## src/rtl/fifo_wr_arbiter.sv

```systemverilog
// Round-robin write-port arbiter sharing one FIFO write port between NUM_REQ producers.
// Grants are held for a burst ending on req_last or BURST_MAX beats; winc/wData are combinational.
module fifo_wr_arbiter #(
    parameter int NUM_REQ   = 4,
    parameter int DATA_SIZE = 12,
    parameter int BURST_MAX = 4,
    localparam int ID_W     = (NUM_REQ > 1) ? $clog2(NUM_REQ) : 1,
    localparam int CNT_W    = $clog2(BURST_MAX + 1)
) (
    input  logic                           wclk,
    input  logic                           wrst,
    input  logic [NUM_REQ-1:0]             req_valid,
    input  logic [NUM_REQ*DATA_SIZE-1:0]   req_data,
    input  logic [NUM_REQ-1:0]             req_last,
    output logic [NUM_REQ-1:0]             req_ready,
    input  logic                           wFull,
    output logic                           winc,
    output logic [DATA_SIZE-1:0]           wData,
    output logic [ID_W-1:0]                grant_id,
    output logic                           busy
);

    typedef enum logic {
        IDLE,
        GRANT
    } state_t;

    state_t           state;
    logic [ID_W-1:0]  owner;
    logic [ID_W-1:0]  rr_last;
    logic [CNT_W-1:0] beat_cnt;

    logic [DATA_SIZE-1:0] data_arr [NUM_REQ];
    logic [ID_W-1:0]      next_owner;
    logic [ID_W-1:0]      cand;
    logic                 found;
    logic                 xfer;
    logic                 burst_end;

    for (genvar i = 0; i < NUM_REQ; i++) begin : g_unpack
        assign data_arr[i] = req_data[i*DATA_SIZE +: DATA_SIZE];
    end

    // Cyclic search starting just after the last owner; modulo keeps non-power-of-2 counts in range
    always_comb begin
        next_owner = rr_last;
        found      = 1'b0;
        cand       = '0;
        for (int k = 1; k <= NUM_REQ; k++) begin
            cand = ID_W'((int'(rr_last) + k) % NUM_REQ);
            if (!found && req_valid[cand]) begin
                found      = 1'b1;
                next_owner = cand;
            end
        end
    end

    always_comb begin
        req_ready = '0;
        if (state == GRANT && !wFull) begin
            req_ready[owner] = 1'b1;
        end
    end

    assign xfer      = (state == GRANT) && req_valid[owner] && !wFull;
    assign burst_end = xfer && (req_last[owner] || (beat_cnt == CNT_W'(BURST_MAX - 1)));
    assign winc      = xfer;
    assign wData     = (state == GRANT) ? data_arr[owner] : '0;
    assign busy      = (state == GRANT);
    assign grant_id  = owner;

    always_ff @(posedge wclk or negedge wrst) begin
        if (!wrst) begin
            state    <= IDLE;
            owner    <= '0;
            rr_last  <= ID_W'(NUM_REQ - 1);
            beat_cnt <= '0;
        end else begin
            case (state)
                IDLE: begin
                    if (|req_valid) begin
                        owner    <= next_owner;
                        beat_cnt <= '0;
                        state    <= GRANT;
                    end
                end
                GRANT: begin
                    // A stalled or idle owner keeps the grant; only a completed beat advances the burst
                    if (xfer) begin
                        if (burst_end) begin
                            rr_last  <= owner;
                            beat_cnt <= '0;
                            state    <= IDLE;
                        end else begin
                            beat_cnt <= beat_cnt + CNT_W'(1);
                        end
                    end
                end
                default: state <= IDLE;
            endcase
        end
    end

endmodule

```

## config.mk

```make
export PLATFORM = sky130hd
export DESIGN_NAME = fifo_wr_arbiter
export DESIGN_NICKNAME = d
export VERILOG_FILES = /design/src/rtl/fifo_wr_arbiter.sv
export SDC_FILE = /design/constraint.sdc
export NUM_CORES = 1
export LEC_CHECK = 0
export BUFFER_PORTS_ARGS = -buffer_cell sky130_fd_sc_hd__buf_2
export CAP_MARGIN = 20
export CELL_PAD_IN_SITES_DETAIL_PLACEMENT = 1
export CELL_PAD_IN_SITES_GLOBAL_PLACEMENT = 1
export CORE_MARGIN = 4
export CORE_UTILIZATION = 27
export CTS_BUF_LIST = sky130_fd_sc_hd__clkbuf_8
export CTS_CLUSTER_SIZE = 25
export DETAILED_ROUTE_END_ITERATION = 8
export GPL_ROUTABILITY_DRIVEN = 0
export HOLD_SLACK_MARGIN = 0.12
export PLACE_DENSITY_LB_ADDON = 0.1
export SLEW_MARGIN = 20
export SYNTH_ARGS = -nofsm -noshare
export SYNTH_HDL_FRONTEND = slang
export SYNTH_SLANG_ARGS = --single-unit
```

## constraint.sdc

```tcl
create_clock -name wclk -period 2.1 [get_ports wclk]
set_input_delay 0.525 -clock wclk [delete_from_list [all_inputs] [get_ports wclk]]
set_output_delay 0.525 -clock wclk [all_outputs]
set_load 0.005 [all_outputs]
```

==> run metrics, run 1 <==
status complete, no violations; antenna violations before repair 0; mapped cell area 930 um^2; max cap viols 0; sequential area share after synthesis a little over a fifth; Worst Path Max Fanout 7; total CTS buffers 3; grt ovf 0; CTS Hold Bufs 0; Netlist cell types 31; H-tree lvl count 1; Hold WS 0.138 ns; Buffers & Inverters on Critical Path 2; maximum VDD drop 0.000455 V; NumNets Final ~230; Hold Vio Cnt, Final 0; Clk pin slew, worst setup/hold paths around 0.04 ns; HPWL Detailed about 2.9 mm; share of cells above drive strength 1 between 70% and 80%; Post-synth top cells mux4_2, and2_1, dfrtp_1, o21ai_0, nor2_1; Detailed Routing Iterations Pass 1 4; Routed Wire Length 3.41 mm; Final Cycle Share 99.6%; # IOs between 70 and 80; IO Port Bufs between 70 and 80; post-route cell area around 1600 um^2; Crit. End Element primary output; clock root cell clkbuf_8; Ant. Diodes 0; Reg2Reg Depth 6; FP Rows 21; Syn. warnings 0; syn nets 145; Fillers about 410; area grow syn2layout 70.5%; Leak a little under 0.8 nW; vias in the first global route around 1100; via/cell ratio roughly 4.9; Yosys top cell by area mux4_2; RR Endpoint rr_last[1]; RSZ-0062 raised after global routing yes; Initial Util around 28%; slowest stage cell, crit path mux4_2; largest net degree at the start of global routing 22; minimum clock period around 2.1 ns; DP Area roughly 1400 um^2; buffer depth of the longest clock path 2; Detail Route Antenna Nets 0; clock sink count 8; Fmax approximately 480 MHz; first-pass GRT wire length between 5 and 6 mm; final setup TNS 0 ns; Iteration-0 DRC Markers 12; Crit Reg-Reg Startpoint grant_id[0]; insertion delay to the later sink of the worst-skew pair approximately 0.23 ns; core area approximately 3300 um^2; # setup viols final 0; CP arrival approximately 1.6 ns; Post-synth EDFFs 0; GR Util All Layers 15.5%; dpl cells 210; Mean Syn Cell Area around 11 um^2; vias roughly 1000; Synth area leaders mux4_2, dfrtp_1, and2_1, dfstp_2, mux2i_1; Setup Crit Path Kind reg2out; Worst path max stage delay roughly 0.51 ns; Worst Clk Skew approximately 0.00041 ns; Power Density between 1000 and 1500 nW/um^2; area of the die 4450 um^2; CTS tree built; wire length per cell ~16 um; pin slew with the least headroom to its limit ~0.28 ns; FF+latch count, synth 8; Slew Limit Headroom roughly 80%; Synth top area share about 34%; Crit path required time roughly 1.6 ns; die height between 60 and 70 um; fin. max-slew vios 0; Top Family by Delay on Critical Path multiplexers; crit-path cells buf_8, mux4_2, and2_4, buf_6; worst hold path class in2async; Async SR Flop Fraction 100%; Cells after Synth 84; final std cells w/o fill ~220; final routed DRC violation total 0; top-count cell post-synth mux4_2; CP startpoint kind flip-flop; flop-to-flop setup slack about 0.18 ns; Util after Layout 47.5%; Die W about 67 um; top_reg_cell synth dfrtp_1
==> power breakdown <==
part | total (mW) | switching, mW | internal [mW]
Sequential | 0.295 | 0.0595 | 0.236
Clock | 0.186 | 0.0613 | 0.124
Combinational | 1.46 | 0.531 | 0.925
Total | 1.94 | 0.652 | 1.29
==> layout make-up <==
cell class	count	area (um^2)	area share, %
Clock buffer	3	41.3	2.60
Inverter	3	11.3	0.710
Multi-Input combinational cell	67	708	44.7
Sequential cell	8	204	12.9
Tap cell	46	57.6	3.63
Timing Repair Buffer	89	563	35.5
==> registers in the layout (all words and copies together), names as in the netlist <==
register  count
beat_cnt      3
busy          1
grant_id      2
rr_last       2
==> layer usage <==
layer  vias up  routed length, um  track usage, %
met5         -                  0               0
met4         0                 12            2.28
met3         2                351            4.05
met2        50               1720            27.8
met1       502               1320            18.8
li1        495                  -               -
==> how the worst max path moves through the flow <==
stage / start / end / slack, ns / cells past startpoint
CTS: grant_id[0] / winc / -0.02 / 5
global placement: req_valid[3] / winc / 0.14 / 5
detailed placement: req_valid[3] / winc / 0.13 / 5
finish: grant_id[0] / wData[9] / 0.008 / 4
floorplan: grant_id[0] / wData[10] / 0.11 / 4
global route: grant_id[0] / wData[8] / -0.05 / 4
==> placed cells by master (no fill, tap or decap), types with 3 or more instances in the layout <==
cell / n
buf_4: 7
mux4_2: 14
and2_1: 3
buf_6: 12
o21ai_0: 5
clkbuf_8: 3
dfrtp_1: 5
mux2i_1: 3
buf_2: 68
nor2_1: 4
and2_4: 9
==> stage by stage <==
stage	power [mW]	setup WS, ns
finish	1.94	0.00794
global route	2.10	-0.0507
CTS	1.73	-0.0222
detailed placement	1.46	0.126
global placement	1.43	0.137
floorplan	1.02	0.110
==> what timing repair did <==
item,in CTS,in global routing
setup endpoints to repair,8,13
hold endpoints to repair,0,0
pin swaps,1,3
resized for setup,5,21
buffers inserted,1,2
==> cells by family (layout without fill, tap and decap cells) <==
logic type                 count (synthesis)  after routing  share of synthesized area (%)
DFF                                        8              8                           21.8
muxes                                     19             19                           39.6
AOI/OAI and AO/OA                         13             13                           9.96
and+or+nand+nor                           33             33                           21.3
adders and majority gates                  2              2                           2.69
buffers and inverters                      9             95                           4.71
Note: power is estimated with default switching activity, not from simulation.
==> run 2, diff against run 1 <==
--- a/config.mk
+++ b/config.mk
@@ -10,7 +10,7 @@
 export CELL_PAD_IN_SITES_DETAIL_PLACEMENT = 1
 export CELL_PAD_IN_SITES_GLOBAL_PLACEMENT = 1
 export CORE_MARGIN = 4
-export CORE_UTILIZATION = 27
+export CORE_UTILIZATION = 29
 export CTS_BUF_LIST = sky130_fd_sc_hd__clkbuf_8
 export CTS_CLUSTER_SIZE = 25
 export DETAILED_ROUTE_END_ITERATION = 8
==> constraint.sdc (replaced) <==
create_clock -name wclk -period 2.63 [get_ports wclk]
set_input_delay 0.6575 -clock wclk [delete_from_list [all_inputs] [get_ports wclk]]
set_output_delay 0.6575 -clock wclk [all_outputs]
set_load 0.005 [all_outputs]
==> run 2 against run 1 <==
  * Sequential power decreased by 22%
  * Combinational power fell by 40%
  * Sequential share of layout area is 1.4 points higher
  * Routed wire length is 5.7% lower
  * Worst setup slack improved by 0.22 ns
  * Power decreased by 35%
  * Clock power fell by 15%
==> run metrics, run 2 (synthesis results as in run 1) <==
first-pass GRT wire length 5.33 mm (-1.3%); vias 1028 (-2.0%); most common cell after layout, fill and taps aside buf_2; crit-path cells buf_4, mux4_2, nand2_1, inv_1, buf_2; largest net degree at the start of global routing 22 (unchanged); Crit path required time 1.97 ns (+0.40 ns); Fmax 416 MHz; antenna violations before repair 0 (unchanged); area grow syn2layout 53.3%; fin. max-slew vios 0 (unchanged); sequential share of power 18.3% (+3.1 points); top layer used by detailed routing met4; metal3 WL 179 um (-49%); Detail Route Antenna Nets 0 (unchanged); worst hold path class in2async; Int Pwr 0.783 mW (-39%); Detailed Routing Iterations Pass 1 2 (-2); Die W 64.6 um (-3.1%); Routed Wire Length 3.22 mm (-5.7%); insertion delay to the later sink of the worst-skew pair 0.24 ns (about the same); wire length on met2 1.73 mm (+0.46%); Top Family by Delay on Critical Path multiplexers; Worst Clk Skew 0.00340 ns (+0.00298 ns); Fillers 390 (-3.9%); CP startpoint kind flip-flop; wire length per cell 15.4 um (-2.5%); NumNets Final 227 (-2.6%); Reg2Reg Depth 4 (-2); RSZ-0062 raised after global routing no; grt ovf 0 (unchanged); final routed DRC violation total 0 (unchanged); Initial Util 30.5% (+2.6 points); slowest stage cell, crit path mux4_2; share of cells above drive strength 1 64.8% (-8.7 points); # setup viols final 0 (unchanged); Worst path max stage delay 0.58 ns (+0.07 ns); # IOs 79 (unchanged); P_sw 0.479 mW (-27%); DP Area 1380 um^2 (-2.6%); via/cell ratio 4.92 (+1.3%); buffer depth of the longest clock path 2 (unchanged); Worst Path Max Fanout 11 (+4); clock sink count 8 (unchanged); final setup TNS 0 ns (unchanged); Leak 0.727 nW (-8.2%); IO Port Bufs 78 (unchanged); H-tree lvl count 1 (unchanged); total CTS buffers 3 (unchanged); vias in the first global route 1172 (+5.9%); Crit. End Element primary output; status complete, no violations; switching part of the total 37.9% (+4.3 points); core area 3050 um^2 (-8.5%); Setup Fix Bufs, Post-CTS 0 (-1); CP arrival 1.74 ns (+0.17 ns); Slew Limit Headroom 79.3% (-1.5 points); met1 wire length 1.23 mm (-7.3%); area of the die 4180 um^2 (-6.1%); pin slew with the least headroom to its limit 0.306 ns (+0.0218 ns); CTS Hold Bufs 0 (unchanged); CP Depth 5 (+1); Final Cycle Share approximately nine tenths; Comb pwr share 69.1% (-6.1 points); GR Util All Layers 16.5% (+1.0 points); minimum clock period 2.40 ns; die height 64.6 um (-3.1%); CTS tree built; Setup Crit Path Kind reg2out; Biggest register beat_cnt; max cap viols 0 (unchanged); max reg flops 3 (unchanged); post-CTS sizing 0 (-5); Buffers & Inverters on Critical Path 3 (+1); Iteration-0 DRC Markers 20 (+8); Hold Vio Cnt, Final 0 (unchanged); post-route cell area 1430 um^2 (-10%); HPWL Detailed 2.73 mm (-4.5%); Ant. Diodes 0 (unchanged); Power Density 885 nW/um^2 (-28%); maximum VDD drop 0.000296 V (-35%); most frequent cells in the layout buf_2, mux4_2, and2_1; FP Rows 20 (-4.8%); clock root cell clkbuf_8; Clock Power Share 12.6% (+3.0 points); Clk pin slew, worst setup/hold paths 0.05 ns (about the same)
[run 2: cell count changes in the layout (fill, tap and decap cells not counted), sizes merged]
cell,previous run,this run
buf,89,83
inv,3,4
[run 2: worst paths after layout]
path | start | end | slack, ns
max in group asynchronous | wrst | rr_last[0] | 2.13
hold / removal | wrst | grant_id[1] | 0.26
setup reg to reg | grant_id[0] | rr_last[1] | 0.84
hold reg to reg | beat_cnt[2] | beat_cnt[2] | 0.54
min in group wclk | beat_cnt[2] | beat_cnt[2] | 0.54
setup / recovery | grant_id[0] | winc | 0.23
[run 2: power by group through the flow]
| stage | clock [mW] | combinational, mW | sequential, mW |
|---|---|---|---|
| 4_1_cts | 0.165 | 0.892 | 0.232 |
| 5_1_grt | 0.175 | 0.977 | 0.240 |
| 3_3_place_gp | 0 | 0.867 | 0.231 |
| 3_5_place_dp | 0 | 0.887 | 0.234 |
| 2_1_floorplan | 0 | 0.586 | 0.225 |
| 6_report | 0.159 | 0.871 | 0.231 |
[run 2: cell type report]
class	count	area, um^2	share of cell area (%)
Timing Repair Buffer	83	428	30.0
Clock inverter	1	3.75	0.263
Sequential cell	8	203	14.2
Tap cell	44	55.1	3.86
Multi-Input combinational cell	67	683	47.9
Inverter	3	11.3	0.790
Clock buffer	3	41.3	2.90
[run 2: worst reg2reg max path: cells and delay by family (launching register included)]
family / cells / cell delay [ns]
flops: 1 / 0.34
buf+inv: 1 / 0.22
compound gates: 1 / 0.21
mux: 2 / 0.95
[run 2: per-stage QoR]
step / util (%) / hold slack (ns) / std cells / setup slack, ns / total power, mW
2_1_floorplan: - / 0.362 / 84 / 0.507 / 0.811
3_3_place_gp: 45.2 / 0.510 / 205 / 0.299 / 1.10
3_5_place_dp: 45.2 / 0.513 / 205 / 0.270 / 1.12
4_1_cts: 46.7 / 0.257 / 209 / 0.201 / 1.29
5_1_grt: 46.7 / 0.266 / 209 / 0.130 / 1.39
6_report: 46.7 / 0.259 / 209 / 0.228 / 1.26
[run 2: routing by layer]
layer,track usage (%),vias to the layer above
li1,-,483
met1,18.8,492
met2,29.6,44
met3,3.29,9
met4,7.39,0
met5,0,-
==> run 3, diff against run 2 <==
--- a/config.mk
+++ b/config.mk
@@ -10,7 +10,7 @@
 export CELL_PAD_IN_SITES_DETAIL_PLACEMENT = 1
 export CELL_PAD_IN_SITES_GLOBAL_PLACEMENT = 1
 export CORE_MARGIN = 4
-export CORE_UTILIZATION = 29
+export CORE_UTILIZATION = 27
 export CTS_BUF_LIST = sky130_fd_sc_hd__clkbuf_8
 export CTS_CLUSTER_SIZE = 25
 export DETAILED_ROUTE_END_ITERATION = 8
==> constraint.sdc (replaced) <==
create_clock -name wclk -period 2.45 [get_ports wclk]
set_input_delay 0.6125 -clock wclk [delete_from_list [all_inputs] [get_ports wclk]]
set_output_delay 0.6125 -clock wclk [all_outputs]
set_load 0.005 [all_outputs]
==> run 3 against run 2 <==
  * Sequential power rose by 12%
  * Core utilization shrank 3.1 points
  * Sequential cell count unchanged
  * Sequential share of layout area shrank 0.29 points
  * Clock power is 3% higher
  * Highest routed layer unchanged
==> run metrics, run 3 (synthesis results as in run 1) <==
Setup Fix Bufs, Post-CTS 0 (unchanged); clock sink count 8 (unchanged); max cap viols 0 (unchanged); pin slew with the least headroom to its limit 0.259 ns (-0.0468 ns); max reg flops 3 (unchanged); Routed Wire Length 3.34 mm (+3.7%); status complete, no violations; met1 Resource Use GR 17.6% (-1.2 points); grt ovf 0 (unchanged); Final Power 1.38 mW (+9.7%); met2 Use GR 27.5% (-2.2 points); Worst Path Max Fanout 12 (+1); dpl cells 209 (+2.0%); post-place setup slack 0.297 ns (+0.0267 ns); Worst path max stage delay 0.51 ns (-0.07 ns); maximum VDD drop 0.000390 V (+32%); IO Port Bufs 78 (unchanged); CTS Hold Bufs 0 (unchanged); Buffers & Inverters on Critical Path 2 (-1); largest net degree at the start of global routing 22 (unchanged); CP startpoint kind flip-flop; fin. max-slew vios 0 (unchanged); final routed DRC violation total 0 (unchanged); Reg2Reg Depth 4 (unchanged); Final Cycle Share just over 90%; slowest stage cell, crit path mux4_2; Hold Vio Cnt, Final 0 (unchanged); Crit path required time 1.84 ns (-0.13 ns); share of cells above drive strength 1 65.3% (+0.42 points); final std cells w/o fill 213 (+1.9%); Fmax between 400 and 500 MHz; Leak 0.741 nW (+2.0%); crit-path cells buf_12, mux4_2, and2_1, buf_2; post-CTS sizing 0 (unchanged); Worst Clk Skew 0.00214 ns (-0.00126 ns); final setup TNS 0 ns (unchanged); GR Util All Layers 15.2% (-1.3 points); most frequent cells in the layout buf_2, mux4_2, and2_1; die height 66.7 um (+3.2%); Slew Limit Headroom 82.5% (+3.2 points); Detail Route Antenna Nets 0 (unchanged); antenna violations before repair 0 (unchanged); GR peak layer met2; GR met3 Demand/Resource 4.05% (+0.75 points); CP arrival 1.65 ns (-0.09 ns); total CTS buffers 3 (unchanged); most common cell after layout, fill and taps aside buf_2; Initial Util 27.9% (-2.6 points); worst hold path class in2async; CTS tree built; vias in the first global route 1143 (-2.5%); CP Depth 4 (-1); Setup Crit Path Kind reg2out; Power Density 951 nW/um^2 (+7.4%); clock root cell clkbuf_8; Clk pin slew, worst setup/hold paths 0.04 ns (about the same); # setup viols final 0 (unchanged); Ant. Diodes 0 (unchanged); vias 1048 (+1.9%); first-pass GRT wire length 5.26 mm (-1.3%); Die W 66.7 um (+3.2%); HPWL Detailed 2.89 mm (+5.9%); Top Family by Delay on Critical Path multiplexers; RSZ-0062 raised after global routing no; buffer depth of the longest clock path 2 (unchanged); Iteration-0 DRC Markers 18 (-10%); via/cell ratio 4.92 (about the same); # IOs 79 (unchanged); minimum clock period 2.26 ns; NumNets Final 229 (+0.88%); Crit. End Element primary output; Fillers 413 (+5.9%); FP Rows 21 (+5.0%); insertion delay to the later sink of the worst-skew pair 0.23 ns (about the same); Worst Slack Setup Final 0.189 ns (-0.0397 ns); area of the die 4450 um^2 (+6.5%); Biggest register beat_cnt; Detailed Routing Iterations Pass 1 4 (+2); H-tree lvl count 1 (unchanged); wire length per cell 15.7 um (+1.7%); core area 3340 um^2 (+9.3%); area grow syn2layout 56.5%
## run 3: path summary, 6_finish.rpt
check,slack [ns],to,start
max,0.19,wData[10],grant_id[0]
min in group wclk,0.57,beat_cnt[2],beat_cnt[2]
max reg2reg,0.61,rr_last[0],grant_id[0]
max in group asynchronous,1.98,rr_last[0],wrst
min reg2reg,0.57,beat_cnt[2],beat_cnt[2]
min,0.23,beat_cnt[0],wrst
## run 3: layout make-up
type,instances,area (um^2),share of cell area (%)
inverters,3,11.3,0.774
clock buffers,3,41.3,2.84
repair buffers,85,455,31.3
multi-input cells,67,683,46.9
well taps,46,57.6,3.96
flip-flops and latches,8,203,13.9
clock inverters,1,3.75,0.258
## run 3: worst reg2reg max path: cells and delay by family (launching register included)
| kind | cells | cell delay (ns) |
|---|---|---|
| AO/OA/AOI/OAI | 1 | 0.20 |
| buffers and inverters | 1 | 0.20 |
| flip-flops | 1 | 0.44 |
| multiplexers | 2 | 0.92 |
## run 3: report_power, final
group | internal [mW] | switching (mW) | total [mW]
Clock | 0.109 | 0.0542 | 0.163
Sequential | 0.200 | 0.0583 | 0.259
Combinational | 0.565 | 0.397 | 0.962
## run 3: metrics by stage
stage / utilization (%) / hold WS, ns / cell area [um^2]
floorplan: - / 0.317 / 930
global placement: 42.3 / 0.473 / 1410
detailed placement: 42.3 / 0.469 / 1410
CTS: 43.6 / 0.229 / 1460
global route: 43.6 / 0.235 / 1460
finish: 43.6 / 0.225 / 1460
## run 3: per-layer routing
| layer | wire, um | vias to the layer above |
|---|---|---|
| li1 | - | 488 |
| met1 | 1290 | 509 |
| met2 | 1700 | 47 |
| met3 | 334 | 4 |
| met4 | 19 | 0 |
| met5 | 0 | - |
